[src/rtl/mmm_pe_sequencer_if.sv]
// Control bundle between the tile issuer and the PE-array sequencer.
// Master issues start/abort/k_len; slave drives PE and operand-buffer controls.
interface mmm_pe_sequencer_if #(
  parameter int K_WIDTH   = 8,
  parameter int ROW_WIDTH = 4
);
  logic                 start;
  logic                 abort;
  logic [K_WIDTH-1:0]   k_len;
  logic                 busy;
  logic                 pe_clear;
  logic                 pe_en;
  logic                 feed_en;
  logic [K_WIDTH-1:0]   op_addr;
  logic                 out_valid;
  logic [ROW_WIDTH-1:0] out_row;
  logic                 done;

  modport master (
    output start, abort, k_len,
    input  busy, pe_clear, pe_en, feed_en, op_addr, out_valid, out_row, done
  );

  modport slave (
    input  start, abort, k_len,
    output busy, pe_clear, pe_en, feed_en, op_addr, out_valid, out_row, done
  );
endinterface

[src/rtl/mmm_pe_sequencer.sv]
// Tile sequencer for the systolic PE array: clear, feed k operands, flush the
// skew, drain one row per cycle, pulse done. Moore outputs only.
module mmm_pe_sequencer #(
  parameter int ARRAY_DIM = 4,
  parameter int K_WIDTH   = 8,
  parameter int ROW_WIDTH = 4
) (
  input  logic               clk,
  input  logic               reset,
  mmm_pe_sequencer_if.slave  bus
);
  localparam int CW = (K_WIDTH > ROW_WIDTH + 1) ? K_WIDTH : ROW_WIDTH + 1;
  localparam logic [CW-1:0] FLUSH_LAST = CW'(2 * ARRAY_DIM - 3);
  localparam logic [CW-1:0] DRAIN_LAST = CW'(ARRAY_DIM - 1);

  typedef enum logic [2:0] {IDLE, CLEAR, FEED, FLUSH, DRAIN, DONE} state_t;

  state_t             state, state_nx;
  logic [CW-1:0]      cnt, cnt_nx;
  logic [K_WIDTH-1:0] k_lat, k_nx;
  logic [CW-1:0]      feed_last;

  // k_lat is nonzero whenever FEED is reachable, so the subtract cannot wrap.
  assign feed_last = CW'(k_lat) - CW'(1);

  always_ff @(posedge clk) begin
    if (reset) begin
      state <= IDLE;
      cnt   <= '0;
      k_lat <= '0;
    end else begin
      state <= state_nx;
      cnt   <= cnt_nx;
      k_lat <= k_nx;
    end
  end

  always_comb begin
    state_nx = state;
    cnt_nx   = cnt;
    k_nx     = k_lat;
    case (state)
      IDLE: begin
        cnt_nx = '0;
        if (bus.start) begin
          if (bus.k_len != '0) begin
            state_nx = CLEAR;
            k_nx     = bus.k_len;
          end else begin
            state_nx = DONE;
          end
        end
      end
      CLEAR: begin
        state_nx = FEED;
        cnt_nx   = '0;
      end
      FEED: begin
        if (cnt == feed_last) begin
          state_nx = FLUSH;
          cnt_nx   = '0;
        end else begin
          cnt_nx = cnt + 1'b1;
        end
      end
      FLUSH: begin
        if (cnt == FLUSH_LAST) begin
          state_nx = DRAIN;
          cnt_nx   = '0;
        end else begin
          cnt_nx = cnt + 1'b1;
        end
      end
      DRAIN: begin
        if (cnt == DRAIN_LAST) begin
          state_nx = DONE;
          cnt_nx   = '0;
        end else begin
          cnt_nx = cnt + 1'b1;
        end
      end
      DONE: begin
        state_nx = IDLE;
        cnt_nx   = '0;
      end
      default: begin
        state_nx = IDLE;
        cnt_nx   = '0;
      end
    endcase
    // DONE already returns to IDLE, so abort there changes nothing.
    if (bus.abort && state != IDLE) begin
      state_nx = IDLE;
      cnt_nx   = '0;
    end
  end

  always_comb begin
    bus.busy      = (state != IDLE);
    bus.pe_clear  = (state == CLEAR);
    bus.pe_en     = (state == FEED) || (state == FLUSH);
    bus.feed_en   = (state == FEED);
    bus.op_addr   = (state == FEED) ? cnt[K_WIDTH-1:0] : '0;
    bus.out_valid = (state == DRAIN);
    bus.out_row   = (state == DRAIN) ? cnt[ROW_WIDTH-1:0] : '0;
    bus.done      = (state == DONE);
  end
endmodule

[src/flat_wrapper.sv]
// flat-port wrapper written by rule: the top's interface ports become plain ports
module mmm_pe_sequencer_flat 
#(
  parameter int ARRAY_DIM = 4,
  parameter int K_WIDTH   = 8,
  parameter int ROW_WIDTH = 4
)
  (clk, reset, bus_start, bus_abort, bus_k_len, bus_busy, bus_pe_clear, bus_pe_en, bus_feed_en, bus_op_addr, bus_out_valid, bus_out_row, bus_done);
  mmm_pe_sequencer_if #(.K_WIDTH(K_WIDTH), .ROW_WIDTH(ROW_WIDTH)) bus_i ();
  input  logic clk;
  input  logic reset;
  input wire logic [$bits(bus_i.start)-1:0] bus_start;
  input wire logic [$bits(bus_i.abort)-1:0] bus_abort;
  input wire logic [$bits(bus_i.k_len)-1:0] bus_k_len;
  output wire logic [$bits(bus_i.busy)-1:0] bus_busy;
  output wire logic [$bits(bus_i.pe_clear)-1:0] bus_pe_clear;
  output wire logic [$bits(bus_i.pe_en)-1:0] bus_pe_en;
  output wire logic [$bits(bus_i.feed_en)-1:0] bus_feed_en;
  output wire logic [$bits(bus_i.op_addr)-1:0] bus_op_addr;
  output wire logic [$bits(bus_i.out_valid)-1:0] bus_out_valid;
  output wire logic [$bits(bus_i.out_row)-1:0] bus_out_row;
  output wire logic [$bits(bus_i.done)-1:0] bus_done;
  assign bus_i.start = bus_start;
  assign bus_i.abort = bus_abort;
  assign bus_i.k_len = bus_k_len;
  assign bus_busy = bus_i.busy;
  assign bus_pe_clear = bus_i.pe_clear;
  assign bus_pe_en = bus_i.pe_en;
  assign bus_feed_en = bus_i.feed_en;
  assign bus_op_addr = bus_i.op_addr;
  assign bus_out_valid = bus_i.out_valid;
  assign bus_out_row = bus_i.out_row;
  assign bus_done = bus_i.done;
  mmm_pe_sequencer #(.ARRAY_DIM(ARRAY_DIM), .K_WIDTH(K_WIDTH), .ROW_WIDTH(ROW_WIDTH)) u_core (.clk(clk), .reset(reset), .bus(bus_i));
endmodule
[config.mk]
export PLATFORM = sky130hd
export DESIGN_NAME = mmm_pe_sequencer_flat
export DESIGN_NICKNAME = d
export VERILOG_FILES = /design/src/rtl/mmm_pe_sequencer_if.sv /design/src/rtl/mmm_pe_sequencer.sv /design/src/flat_wrapper.sv
export SDC_FILE = /design/constraint.sdc
export NUM_CORES = 1
export LEC_CHECK = 0
export CORE_AREA = 2 2 61 63
export DETAILED_ROUTE_END_ITERATION = 10
export DIE_AREA = 0 0 63 65
export GPL_TIMING_DRIVEN = 0
export PLACE_DENSITY = 0.78
export SYNTH_ARGS = -nofsm -noshare
export SYNTH_HDL_FRONTEND = slang
export SYNTH_SLANG_ARGS = --single-unit
[constraint.sdc]
create_clock -name clk -period 2.4 [get_ports clk]
set_clock_uncertainty 0.15 [all_clocks]
set_input_delay 0.72 -clock clk [delete_from_list [all_inputs] [get_ports clk]]
set_output_delay 0.72 -clock clk [all_outputs]
set_load 0.05 [all_outputs]
==> metrics.md <==
| Metric | Value |
|---|---|
| Synth async-reset ratio | `0%` |
| Commonest cells in the synthesized netlist | `nor2_1 (21), dfxtp_1 (19), and2_1 (10)` |
| CP cell instances | `buf_4 -> and3b_1 -> clkdlybuf4s15_2` |
| Clk sinks | `19` |
| Synth Area in Adders | `2.799%` |
| R2r worst-path depth | `10` |
| Drt wl/cell | `13.27 microns` |
| Worst EP required | `1530 ps` |
| Setup ws final | `92.57 ps` |
| Min Hold Slack | `351.6 ps` |
| Register area | `390.4 sq um` |
| Post-synthesis simple-gate area fraction | `32.09%` |
| Mapped Nets | `170` |
| Count leader, synth | `nor2_1` |
| Die width | `63 microns` |
| CP Launch Type | `flip-flop` |
| Drt first pass iters | `4` |
| DRC | `0` |
| Final Hold Viols | `0` |
| Slowest stage delay, CP | `400 ps` |
| Synth cell types | `48` |
| Fillers | `326` |
| Main flop type after synthesis | `dfxtp_1` |
| Final period utilization | `96.14%` |
| Placed Cells | `231` |
| Initial antenna violation count | `0` |
| Final core occ | `51.00%` |
| First-pass GRT wire length | `5.451 mm` |
| Worst Hold Depth | `2` |
| Die area | `4095 sq um` |
| VDD IR max | `0.7715 mV` |
| CTS clock-pin slew for the worst setup and hold paths | `110 ps` |
| Via count of the first global-routing pass | `1166` |
| GPL Wtd Cong | `0.8769` |
| Final setup fails | `0` |
| Detailed placer's ending HPWL | `2.332 mm` |
| Initial core utilization | `38.37%` |
| Top Ports | `30` |
| Final net count | `206` |
| CP Class | `flip-flop to output pin` |
| Lkg Pwr | `0.0007060 uW` |
| Slew headroom | `64.49%` |
| Xor and xnor fraction of the mapped netlist area | `10.45%` |
| Worst slew pin tran | `532.7 ps` |
| Finished Layout Cells | `238` |
| Detailed Route Iter0 Violations | `26` |
| Fmax | `433.4 MHz` |
| Hold_buf cts | `0` |
| Worst Path Arrival | `1440 ps` |
| Rows | `22` |
| Mapped Cells | `155` |
| H-tree levels | `1` |
| Yosys Warn Count | `0` |
| Compound-Gate Fraction of Synth Area | `15.76%` |
| Core Area | `3496 sq um` |
| GRT overflow | `0` |
| Routed Wire Length | `3.158 mm` |
| Total CTS buffers | `3` |
| CTS Buffer Depth | `2` |
| EDFF count, synth | `0` |
| CTS tree | `done` |
| Layout cells sized above 1 | `32.11%` |
| IO Port Bufs | `28` |
| Setup slack at placement | `-383.6 ps` |
| Synthesis-to-layout area growth | `32.93%` |
| Synth area leaders | `dfxtp_1 (28%), mux2i_1 (6.0%), nor2_1 (5.9%), xnor2_1 (5.2%), xor2_1 (5.2%)` |
| Root Driver | `clkbuf_4` |
| Pwr Density | `757.4 nW/um^2` |
| Die Height | `65 microns` |
| Crit path time final | `2307 ps` |
| Status | `finished, final reports clean` |
| Top cell type's share of synthesized area | `28.36%` |
| Post-DRT Antenna Nets | `0` |
| Largest net degree at the start of global routing | `12` |
| Antenna diode count | `0` |
| Max-slew violations | `0` |
| Worst skew pair latency | `300 ps` |
| Avg Cell Area, Syn | `8.653 sq um` |
| Min-Delay Path Class | `flip-flop to flip-flop` |
| Yosys top cell by area | `dfxtp_1` |
| Slowest CP cell | `dfxtp_2` |
| CP max FO | `10` |
| TNS Setup | `0 ps` |
| Multi-input gate area | `955.9 sq um` |
| Largest family of logic cells by synthesized area | `simple AND/OR/NAND/NOR gates` |
| Crit path capture type | `output pin` |
| Synthesis-stage register bit count | `19` |
| Multiplexer area fraction after synthesis | `5.970%` |
| Via density | `5.168` |
| Max-cap violations | `0` |
| Register area share after synthesis | `28.36%` |
| Netlist Area Pre-Place | `1341 sq um` |
| Total Routing Usage GR | `16.43%` |
| Via count | `1230` |
-- cell families after synthesis --
group | count (synthesis)
simple gates | 73
compound gates | 23
flops | 19
xor+xnor | 16
buf+inv | 13
mux | 8
fa+ha+maj | 3
-- critical path: cells and delay by family (launching register included) --
family	cells	cell delay, ps
buf+inv	2	570
flops	1	400
simple gates	1	170
-- final cells by class --
class                   instances  share of cell area, %
plain buffers                   7                  2.737
clock buffers                   3                  1.263
clock inverters                 1                 0.2807
inverters                       5                  1.053
multi-input cells             123                  53.61
flip-flops and latches         19                  21.89
well taps                      48                  3.368
repair buffers                 32                  15.79
-- path summary, 6_finish.rpt --
| check | slack (ps) | endpoint | from |
|---|---|---|---|
| max reg2reg | 110 | u_core.cnt[0] | u_core.k_lat[0] |
| min reg2reg | 350 | u_core.k_lat[7] | u_core.k_lat[7] |
| max | 90 | bus_done | u_core.state[0] |
| min | 350 | u_core.k_lat[7] | u_core.k_lat[7] |
-- where the power goes --
group | internal, uW | switching, uW
Clock | 62.1 | 100
Combinational | 315 | 450
Sequential | 362 | 61.2
-- stage by stage --
step | area, sq um | total power (uW)
detailed placement | 1694 | 1144
CTS | 1699 | 1300
finish | 1783 | 1350
global placement | 1694 | 1132
global route | 1783 | 1441
floorplan | 1354 | 971.4
-- flip-flops by register name, summed over array words and instances, names as in the netlist --
register / flops
u_core.k_lat: 8
u_core.cnt: 8
u_core.state: 3
-- layout by cell type, fill, tap and decap left out, types with 5 or more instances in the layout --
| cell | netlist | layout |
|---|---|---|
| nand3_1 | 6 | 6 |
| buf_6 | 1 | 7 |
| xnor2_1 | 8 | 8 |
| mux2i_1 | 8 | 8 |
| nor3_2 | 2 | 5 |
| clkdlybuf4s50_1 | 0 | 10 |
| and2_1 | 10 | 10 |
| buf_4 | 0 | 10 |
| dfxtp_1 | 19 | 13 |
| xor2_1 | 8 | 8 |
| inv_1 | 5 | 5 |
| buf_2 | 3 | 5 |
| clkbuf_4 | 0 | 5 |
| nor2_1 | 21 | 20 |
| dfxtp_2 | 0 | 5 |
| a21oi_1 | 5 | 5 |
| nand2_1 | 5 | 5 |
-- routing by layer --
layer	up-vias	global-route usage (%)	part of all wire, %
li1	619	-	-
met1	591	21.02	47
met2	16	28.32	49
met3	4	2.083	1.8
met4	0	5.833	1.5
met5	-	0	0
-- repair_timing --
| item | 4_1_cts | 5_1_grt |
|---|---|---|
| setup endpoints to repair | 27 | 26 |
| buffers inserted | 1 | 3 |
| resized for setup | 102 | 23 |
| cloned | 0 | 0 |
| pin swaps | 1 | 2 |
Note: power is estimated with default switching activity, not from simulation.
